## src/rtl/platform_pkg.sv

```systemverilog
// Shared types and constants for the platform manager: FSM states, screen size,
// LFSR seed/taps and the power-on platform layout.
package platform_pkg;

    typedef enum logic [1:0] {
        IDLE   = 2'd0,
        CHECK  = 2'd1,
        LAND   = 2'd2,
        SCROLL = 2'd3
    } state_e;

    localparam int H_MAX = 640;
    localparam int V_MAX = 480;

    localparam logic [15:0] LFSR_SEED = 16'hACE1;
    // Galois right-shift mask for taps 16,14,13,11
    localparam logic [15:0] LFSR_TAPS = 16'hB400;

    localparam int RST_Y0     = 470;
    localparam int RST_Y_STEP = 60;
    localparam int RST_X0     = 300;
    localparam int RST_X_STEP = 80;
    localparam int RST_X_MOD  = 600;

    function automatic logic [9:0] reset_y(input int i);
        int y;
        y = (RST_Y0 - RST_Y_STEP * i) % V_MAX;
        if (y < 0) y = y + V_MAX;
        return 10'(y);
    endfunction

    function automatic logic [9:0] reset_x(input int i);
        if (i == 0) return 10'(RST_X0);
        return 10'((i * RST_X_STEP) % RST_X_MOD);
    endfunction

endpackage

```

## src/rtl/lfsr16.sv

```systemverilog
// Free-running 16-bit Galois LFSR used as the respawn X source.
module lfsr16
    import platform_pkg::*;
(
    input  logic        Clk,
    input  logic        Reset,
    output logic [15:0] out
);

    logic [15:0] lfsr_q;
    logic [15:0] lfsr_d;

    always_comb begin
        lfsr_d = {1'b0, lfsr_q[15:1]} ^ (lfsr_q[0] ? LFSR_TAPS : 16'h0000);
    end

    always_ff @(posedge Clk) begin
        if (Reset) lfsr_q <= LFSR_SEED;
        else       lfsr_q <= lfsr_d;
    end

    assign out = lfsr_q;

endmodule

```

## src/rtl/platform_manager.sv

```systemverilog
// Platform tracker: per-frame landing check, world scroll with respawn, and pixel hit test.
// Optional running score output enabled by defining PLATFORM_SCORE_EN.
//   state  | meaning
//   IDLE   | waiting for a frame strobe edge
//   CHECK  | testing one platform per cycle for a landing hit
//   LAND   | publishing land/land_y, deciding whether to scroll
//   SCROLL | shifting one platform per cycle down by dy, respawning off-screen ones
module platform_manager
    import platform_pkg::*;
#(
    parameter int NUM_PLAT    = 8,
    parameter int PLAT_W      = 40,
    parameter int PLAT_H      = 4,
    parameter int SCROLL_LINE = 160
) (
    input  logic        Clk,
    input  logic        Reset,
    input  logic        frame_clk,
    input  logic [9:0]  BallX,
    input  logic [9:0]  BallY,
    input  logic [9:0]  BallS,
    input  logic        ball_falling,
    output logic        land,
    output logic [9:0]  land_y,
    output logic [9:0]  scroll_dy,
    output logic        busy,
    input  logic [9:0]  DrawX,
    input  logic [9:0]  DrawY,
    output logic        is_plat
`ifdef PLATFORM_SCORE_EN
    ,
    output logic [15:0] score
`endif
);

    localparam int IDX_W = (NUM_PLAT > 1) ? $clog2(NUM_PLAT) : 1;
    localparam logic [IDX_W-1:0] LAST_IDX = IDX_W'(NUM_PLAT - 1);
    localparam logic [10:0] PW     = 11'(PLAT_W);
    localparam logic [10:0] PH     = 11'(PLAT_H);
    localparam logic [10:0] SL     = 11'(SCROLL_LINE);
    localparam logic [10:0] V_LIM  = 11'(V_MAX);
    localparam logic [9:0]  X_SPAN = 10'(H_MAX - PLAT_W);

    state_e           state_q;
    logic             frame_q;
    logic             frame_edge_q;
    logic [9:0]       bx_q, by_q, bs_q;
    logic             falling_q;
    logic [IDX_W-1:0] idx_q;
    logic             hit_q;
    logic [9:0]       win_y_q;
    logic [9:0]       plat_x_q [NUM_PLAT];
    logic [9:0]       plat_y_q [NUM_PLAT];
    logic             land_q;
    logic             busy_q;
    logic [9:0]       land_y_q;
    logic [9:0]       scroll_dy_q;

    logic [15:0]      lfsr_w;
    logic [5:0]       lfsr_unused;
    logic [10:0]      cur_x, cur_y, foot_y, ball_r, ball_x, ball_s;
    logic             cur_hit;
    logic [10:0]      new_y;
    logic             wrap;
    logic [9:0]       rand_x;
    logic [9:0]       dy_d;
    logic             is_plat_c;

    lfsr16 u_lfsr (
        .Clk   (Clk),
        .Reset (Reset),
        .out   (lfsr_w)
    );
    assign lfsr_unused = lfsr_w[15:10];

    always_comb begin
        cur_x   = {1'b0, plat_x_q[idx_q]};
        cur_y   = {1'b0, plat_y_q[idx_q]};
        ball_x  = {1'b0, bx_q};
        ball_s  = {1'b0, bs_q};
        foot_y  = {1'b0, by_q} + ball_s;
        ball_r  = ball_x + ball_s;
        cur_hit = falling_q && (foot_y >= cur_y) && (foot_y <= cur_y + PH)
                  && (ball_r >= cur_x) && (ball_x <= cur_x + PW + ball_s);
        new_y   = cur_y + {1'b0, scroll_dy_q};
        wrap    = new_y > (V_LIM - 11'd1);
        // Folding by 512 keeps every respawn fully on screen
        rand_x  = (lfsr_w[9:0] < X_SPAN) ? lfsr_w[9:0] : lfsr_w[9:0] - 10'd512;
        dy_d    = 10'(SL - {1'b0, by_q});
    end

`ifdef PLATFORM_SCORE_EN
    logic [15:0] score_q;
    logic [16:0] score_sum;
    assign score_sum = {1'b0, score_q} + {7'd0, scroll_dy_q};
    assign score     = score_q;
`endif

    always_ff @(posedge Clk) begin
        if (Reset) begin
            state_q      <= IDLE;
            frame_q      <= 1'b0;
            frame_edge_q <= 1'b0;
            bx_q         <= '0;
            by_q         <= '0;
            bs_q         <= '0;
            falling_q    <= 1'b0;
            idx_q        <= '0;
            hit_q        <= 1'b0;
            win_y_q      <= '0;
            land_q       <= 1'b0;
            busy_q       <= 1'b0;
            land_y_q     <= '0;
            scroll_dy_q  <= '0;
            for (int i = 0; i < NUM_PLAT; i++) begin
                plat_x_q[i] <= reset_x(i);
                plat_y_q[i] <= reset_y(i);
            end
`ifdef PLATFORM_SCORE_EN
            score_q      <= '0;
`endif
        end else begin
            frame_q      <= frame_clk;
            frame_edge_q <= frame_clk & ~frame_q;
            land_q       <= 1'b0;
            case (state_q)
                IDLE: begin
                    if (frame_edge_q) begin
                        bx_q      <= BallX;
                        by_q      <= BallY;
                        bs_q      <= BallS;
                        falling_q <= ball_falling;
                        idx_q     <= '0;
                        hit_q     <= 1'b0;
                        busy_q    <= 1'b1;
                        state_q   <= CHECK;
                    end
                end
                CHECK: begin
                    if (cur_hit && !hit_q) begin
                        hit_q   <= 1'b1;
                        win_y_q <= 10'(cur_y - ball_s);
                    end
                    if (idx_q == LAST_IDX) state_q <= LAND;
                    else                   idx_q   <= idx_q + 1'b1;
                end
                LAND: begin
                    if (hit_q) begin
                        land_q   <= 1'b1;
                        land_y_q <= win_y_q;
                    end
                    idx_q <= '0;
                    if ({1'b0, by_q} < SL) begin
                        scroll_dy_q <= dy_d;
                        state_q     <= SCROLL;
                    end else begin
                        scroll_dy_q <= '0;
                        busy_q      <= 1'b0;
                        state_q     <= IDLE;
                    end
                end
                SCROLL: begin
                    if (wrap) begin
                        plat_y_q[idx_q] <= 10'(new_y - V_LIM);
                        plat_x_q[idx_q] <= rand_x;
                    end else begin
                        plat_y_q[idx_q] <= new_y[9:0];
                    end
                    if (idx_q == LAST_IDX) begin
                        busy_q  <= 1'b0;
                        state_q <= IDLE;
`ifdef PLATFORM_SCORE_EN
                        score_q <= score_sum[16] ? 16'hFFFF : score_sum[15:0];
`endif
                    end else begin
                        idx_q <= idx_q + 1'b1;
                    end
                end
                default: begin
                    busy_q  <= 1'b0;
                    state_q <= IDLE;
                end
            endcase
        end
    end

    always_comb begin
        is_plat_c = 1'b0;
        for (int i = 0; i < NUM_PLAT; i++) begin
            if (({1'b0, DrawX} >= {1'b0, plat_x_q[i]})
                && ({1'b0, DrawX} < {1'b0, plat_x_q[i]} + PW)
                && ({1'b0, DrawY} >= {1'b0, plat_y_q[i]})
                && ({1'b0, DrawY} < {1'b0, plat_y_q[i]} + PH)
                && ({1'b0, DrawY} < V_LIM)) begin
                is_plat_c = 1'b1;
            end
        end
    end

    assign is_plat   = is_plat_c;
    assign land      = land_q;
    assign land_y    = land_y_q;
    assign scroll_dy = scroll_dy_q;
    assign busy      = busy_q;

endmodule
```

## config.mk

```make
export PLATFORM = sky130hd
export DESIGN_NAME = platform_manager
export DESIGN_NICKNAME = d
export VERILOG_FILES = /design/src/rtl/platform_pkg.sv /design/src/rtl/lfsr16.sv /design/src/rtl/platform_manager.sv
export SDC_FILE = /design/constraint.sdc
export NUM_CORES = 1
export LEC_CHECK = 0
export CAP_MARGIN = 20
export CELL_PAD_IN_SITES_DETAIL_PLACEMENT = 1
export CELL_PAD_IN_SITES_GLOBAL_PLACEMENT = 2
export CORE_MARGIN = 1
export CORE_UTILIZATION = 37
export CTS_CLUSTER_DIAMETER = 80
export DETAILED_ROUTE_END_ITERATION = 12
export MAX_ROUTING_LAYER = met4
export PLACE_DENSITY_LB_ADDON = 0.15
export SETUP_SLACK_MARGIN = 0.1
export SLEW_MARGIN = 20
export SYNTH_ARGS = -nofsm -noshare
export SYNTH_HDL_FRONTEND = slang
export SYNTH_SLANG_ARGS = --single-unit
```

## constraint.sdc

```tcl
create_clock -name Clk -period 5.2 [get_ports Clk]
set_input_delay 1.04 -clock Clk [delete_from_list [all_inputs] [get_ports Clk]]
set_output_delay 1.04 -clock Clk [all_outputs]
set_load 0.01 [all_outputs]
```

==> summary.txt, run 1 <==
Mapped cell area: 21700 µm²
Setup crit end kind: register
Hpwl dp: 61100 µm
Design Area, Final: 25400 µm²
CORE AREA: 57800 µm²
FF+latch count, synth: 250
Met1 WL: 34500 µm
FILL cells: 6654
Most used cell, CP: a21oi_2
Die X: 244 µm
Worst setup SP type: register
Largest net degree at the start of global routing: 64
DIE AREA: 59600 µm²
Post-Layout Cell Count: 3269
Max Root-Sink Buffers: 3
Final setup viols: 0
Worst-skew pair later-pin latency: 550 ps
CTS Sinks: 250
Mapped Cells: 2308
DR WL/cell: 22.8 µm
Synth Warn #: 0
Final Worst Setup Slack: 220 ps
Antenna-violating nets left: 0
Final weighted congestion in routability-driven placement: 0.895
PortBufs: 76
Req. time, crit path: 5670 ps
Post-synth ARST share: 0%
Final Max Tran Viols: 0
WL final: 74700 µm
Status: completed
DR WL met2: 35200 µm
Hold WS: 387 ps
Distinct cells, synth: 70
Pre-antenna DRT Iters: 5
Final hold vios: 0
F_max: 0.201 GHz
Share of layout cells above drive strength 1: 11.6%
DR vias/cell: 5.53
CTS H-tree depth: 1
Pleak: 11.1 nW
Final nets: 2943
Tcrit/Tclk final: 95.8%
Syn nets: 2766
Initial antenna violation count: 2
Initial Util: 37.5%
Max Clock Skew: 10.1 ps
Kind of critical path: reg -> reg
Slowest CP cell: mux4_2
First-pass GRT wire length: 114000 µm
Min Tclk post-route: 4980 ps
Top FF cell, synth: edfxtp_1
Drt initial violations: 905
Die Height: 244 µm
CTS tree: done
# IOs: 77
Slowest stage delay, CP: 530 ps
Reg clk slew, reported paths: 60 ps
Number of CTS-inserted buffers: 25
Vias in the first global route: 19000
Met3 Routed Length: 3320 µm
Number of remaining DRC errors: 0
Worst Hold Class: reg -> reg
Area Growth Syn to Fin: 17.0%
Peak VDD IR: 0.245 mV
Overall global routing resource usage: 25.7%
Sequential area share after synthesis: 30.5%
Slew @ Worst Pin: 1000 ps
Top layer used by detailed routing: met4
GRT overflow: 0
Area after DPL: 24100 µm²
Worst path arrival time: 5450 ps
Crit-path max FO: 8
PD cells: 202 nW/µm²
RSZ-0062 raised after global routing: no
EDFF count, synth: 160
CTS root buf: clkbuf_16
Placement Rows: 88
Max-Cap Viols: 0
Placed cells: 3205
Via count: 18100
Minimum setup slack after placement: -503 ps
Mapped Avg Cell Area: 9.39 µm²
Rel. slew slack: 32.7%
## synth_stat cells, types with 34 or more instances
cell / number / area (µm²)
dfxtp_1: 90 / 1800
mux4_2: 40 / 901
o21ai_0: 115 / 576
a21oi_1: 150 / 751
nand3_1: 52 / 260
nand2_1: 173 / 649
nor2b_1: 38 / 238
inv_1: 239 / 897
edfxtp_1: 160 / 4800
clkbuf_1: 47 / 176
nor2_1: 124 / 465
xnor2_1: 117 / 1020
nand2b_1: 45 / 282
ha_1: 399 / 4990
o21a_1: 42 / 315
nor3_1: 44 / 220
or3_1: 41 / 257
and3_1: 57 / 357
a21o_1: 34 / 255
## path summary, 6_finish.rpt
check | from | to | slack, ps | depth (start not counted)
worst max-delay path | register | win_y_q[2]$_SDFFE_PP0P_ | 220 | 25
worst min-delay path | frame_q$_SDFF_PP0_ | frame_edge_q$_SDFF_PP0_ | 390 | 1
worst max register to register | register | win_y_q[2]$_SDFFE_PP0P_ | 220 | 25
worst min register to register | frame_q$_SDFF_PP0_ | frame_edge_q$_SDFF_PP0_ | 390 | 1
## layout by cell type, fill, tap and decap left out, types with 40 or more instances in the layout
cell type and n:
clkdlybuf4s50_1 71, o21a_1 42, or3_1 41, xnor2_1 116, o21ai_0 107, nand2_1 172, dfxtp_1 88, a21oi_1 143
mux4_2 40, inv_1 236, edfxtp_1 160, and3_1 57, nand2b_1 42, nand3_1 50, nor2_1 124, ha_1 396
buf_4 120
## repair_timing
action | CTS | global route
resized for setup | 36 | 52
buffers inserted | 7 | 11
endpoints found under the hold margin | 0 | 0
hold buffers | 0 | 0
endpoints found under the setup margin | 101 | 168
pin swaps | 12 | 20
## kinds of logic (layout without fill, tap and decap cells)
kind of cell	after synthesis	in the layout	synth area share, %
multiplexers	62	62	5.19
other	0	1	0
XOR/XNOR	141	141	5.70
AO/OA/AOI/OAI	504	504	14.9
AND/OR/NAND/NOR	646	646	14.8
buffers and inverters	301	496	5.48
adder cells (fa/ha/maj)	404	404	23.5
flip-flops	250	250	30.5
## metrics by stage
stage | utilization, % | power, mW | TNS, ps
2_1_floorplan | - | 2.92 | 0
5_1_grt | 43.9 | 5.37 | 0
6_report | 43.9 | 5.12 | 0
4_1_cts | 43.3 | 5.13 | 0
3_3_place_gp | 41.7 | 3.35 | -562
3_5_place_dp | 41.7 | 3.38 | -1660
## worst max-delay path: cells and delay by family (launching register included)
kind / cells / cell delay [ps]
adders and majority gates: 4 / 1120
AOI/OAI and AO/OA: 7 / 950
and+or+nand+nor: 5 / 850
muxes: 2 / 770
buffers and inverters: 6 / 660
DFF: 1 / 370
xor gates and xnor gates: 1 / 170
## registers in the layout (all words and copies together) (netlist names), named ones only
name and cells:
plat_x_q 80, plat_y_q 80, u_lfsr.out 16, bs_q 10
bx_q 10, by_q 10, land_y 10, scroll_dy 10
win_y_q 10, idx_q 3, state_q 2, busy 1
falling_q 1, frame_edge_q 1, frame_q 1, hit_q 1
land 1
## cell type report
type	instances	area, µm²	area share, %
Multi-Input combinational cell	1757	14200	56.0
Sequential cell	250	6610	26.1
Timing Repair Buffer	211	1920	7.59
Tap cell	765	957	3.77
Inverter	240	901	3.55
Clock buffer	33	656	2.59
Clock inverter	12	92.6	0.365
Antenna cell	1	2.50	0.00987
## report_power, final
part | switching, mW | total, mW | internal [mW]
registers | 0.0851 | 2.24 | 2.15
clock network | 0.784 | 1.72 | 0.938
logic | 0.633 | 1.15 | 0.522
total | 1.50 | 5.12 | 3.62
## metal layers
layer / vias to the layer above / track usage [%]
li1: 8742 / -
met3: 81 / 2.59
met2: 345 / 42.5
met5: - / -
met1: 8914 / 34.0
met4: 0 / 5.44
Note: power is estimated with default switching activity, not from simulation.
==> run 2, diff against run 1 <==
CORE_UTILIZATION = 44   (was 37)
clock period = 6.2 ns   (was 5.2 ns; I/O delays follow)
==> run 2 against run 1 <==
Compared with the run above:
- setup slack better by 180 ps
- via count up 0.33%
- clock power up 2%
- utilization up 7.2 points
- critical path type is now in -> out
- power down 12%
- sequential share of layout area up 0.83 points
- global-route usage up 4.0 points
- count of clock-buffer cells in the layout up 9
- final cell count down 5.1%
==> summary.txt, run 2 (synthesis results as in run 1) <==
Status: completed
DR WL/cell: 23.0 µm
Hold WS: 404 ps
Combinational share of power: 19.6%
Sw Share: 28.3%
Tot Pwr: 4.52 mW
First-pass GRT wire length: 111000 µm
Post-CTS setup buffer count: 0
Minimum setup slack after placement: 173 ps
FILL cells: 5444
GR Layer Usage met1: 37.2%
DIE AREA: 50200 µm²
Reg clk slew, reported paths: 60 ps
Final nets: 2882
CORE AREA: 48100 µm²
Kind of critical path: in -> out
Drt initial violations: 1089
Setup crit end: is_plat
Sw Pwr: 1.28 mW
Share of power burned in registers: 41.5%
CTS tree: done
F_max: 0.173 GHz
Min Tclk post-route: 5800 ps
Pleak: 10.8 nW
Most common cell after layout, fill and taps aside: ha_1
Tcrit/Tclk final: 93.5%
Worst Hold Class: reg -> reg
RSZ-0062 raised after global routing: yes
Area after DPL: 23600 µm²
GRT overflow: 0
Final Worst Setup Slack: 403 ps
Vias in the first global route: 19300
Critical Path Stages: 11
Max Root-Sink Buffers: 3
Top delay family on crit path: buffers and inverters
Initial antenna violation count: 0
CTS root buf: clkbuf_16
Global route hottest layer: met2
Max Clock Skew: 20.7 ps
R2r endpoint: plat_x_q[7][9]$_SDFFCE_PN1P_
Final setup viols: 0
Largest net degree at the start of global routing: 97
Total Neg Setup Slack: 0 ps
R2r setup slk: 580 ps
DR vias/cell: 5.85
Final hold vios: 0
Die X: 224 µm
Die Height: 224 µm
Max-Cap Viols: 0
Highest-count cells in the layout ignoring fill and taps: 399 x ha_1, 240 x inv_1, 173 x nand2_1
Antenna-violating nets left: 0
PortBufs: 76
Count of antenna diodes in the layout: 0
Slowest stage delay, CP: 780 ps
Peak VDD IR: 0.187 mV
Number of CTS-inserted buffers: 27
Worst path arrival time: 4560 ps
WL final: 71300 µm
Worst-skew pair later-pin latency: 580 ps
Pre-antenna DRT Iters: 5
Final weighted congestion in routability-driven placement: 0.915
PD cells: 184 nW/µm²
# IOs: 77
Setup crit end kind: primary output
CTS H-tree depth: 1
Share of layout cells above drive strength 1: 7.61%
Crit-path max FO: 8
CP Cell Sequence: clkdlybuf4s50_1, ha_1, nor2b_1, o311a_1, o31ai_1, a2111oi_0, nor4_1, a31oi_1, nand4_1, o31a_1, clkdlybuf4s50_1
Pint: 3.24 mW
Initial Util: 45.0%
Slew @ Worst Pin: 1110 ps
Number of remaining DRC errors: 0
Worst setup SP type: primary input
Placement Rows: 80
Req. time, crit path: 4960 ps
Rel. slew slack: 25.8%
Most used cell, CP: clkdlybuf4s50_1
Slowest CP cell: clkdlybuf4s50_1
Clock Power Share: 38.9%
Overall global routing resource usage: 29.7%
Area Growth Syn to Fin: 13.3%
CP Launch Point: DrawY[1]
Hpwl dp: 58900 µm
WP buf/inv: 2
Via count: 18100
Grt met3 use: 2.43%
Final Max Tran Viols: 0
M2 GR Usage: 51.7%
CTS Sinks: 250
R2r worst-path depth: 20
Design Area, Final: 24600 µm²
-- run 2: changes by cell type in the layout (fill, tap and decap cells not counted), sizes merged, moves of 3 or more --
cell	change
buf	-63
clkbuf	+9
clkinv	-6
clkdlybuf4s50	+4
inv	+4
clkinvlp	-3
dlymetal6s2s	-3
-- run 2: timing repair --
action | CTS | global route
setup endpoints to repair | 0 | 2
endpoints found under the hold margin | 0 | 0
hold buffers | 0 | 0
gates resized for setup | 0 | 2
-- run 2: worst min-delay path by stage --
| stage | startpoint | endpoint | slack [ps] | cells past startpoint |
|---|---|---|---|---|
| detailed placement | frame_q$_SDFF_PP0_ | frame_edge_q$_SDFF_PP0_ | 380 | 1 |
| finish | frame_q$_SDFF_PP0_ | frame_edge_q$_SDFF_PP0_ | 400 | 1 |
| global route | frame_q$_SDFF_PP0_ | frame_edge_q$_SDFF_PP0_ | 410 | 1 |
| CTS | frame_q$_SDFF_PP0_ | frame_edge_q$_SDFF_PP0_ | 390 | 1 |
| floorplan | frame_q$_SDFF_PP0_ | frame_edge_q$_SDFF_PP0_ | 370 | 1 |
| global placement | frame_q$_SDFF_PP0_ | frame_edge_q$_SDFF_PP0_ | 370 | 1 |
-- run 2: routing by layer --
layer / part of all wire [%] / wire (µm)
met1: 45 / 31800
met2: 49 / 35100
met3: 3.9 / 2760
met4: 2.3 / 1660
met5: 0 / 0
-- run 2: per-stage QoR --
stage                     std cells  utilization [%]
after floorplan                2308                -
after global placement         3050             49.0
after detailed placement       3051             49.0
after CTS                      3101             51.0
after global routing           3101             51.0
final                          3101             51.0
-- run 2: final cells by class --
class                   instances  area (µm²)  share of cell area [%]
multi-input cells            1757       13900                    56.6
flip-flops and latches        250        6610                    26.9
repair buffers                148        1350                    5.49
inverters                     240         901                    3.67
clock buffers                  42         858                    3.49
well taps                     656         821                    3.34
clock inverters                 8         121                   0.494
-- run 2: power groups by stage --
stage / combinational (mW) / sequential [mW] / clock [mW]
after floorplan: 0.574 / 1.87 / 0
after global placement: 0.850 / 1.91 / 0
after detailed placement: 0.885 / 1.91 / 0
after CTS: 0.890 / 1.87 / 1.79
after global routing: 0.994 / 1.88 / 1.84
final: 0.886 / 1.88 / 1.76
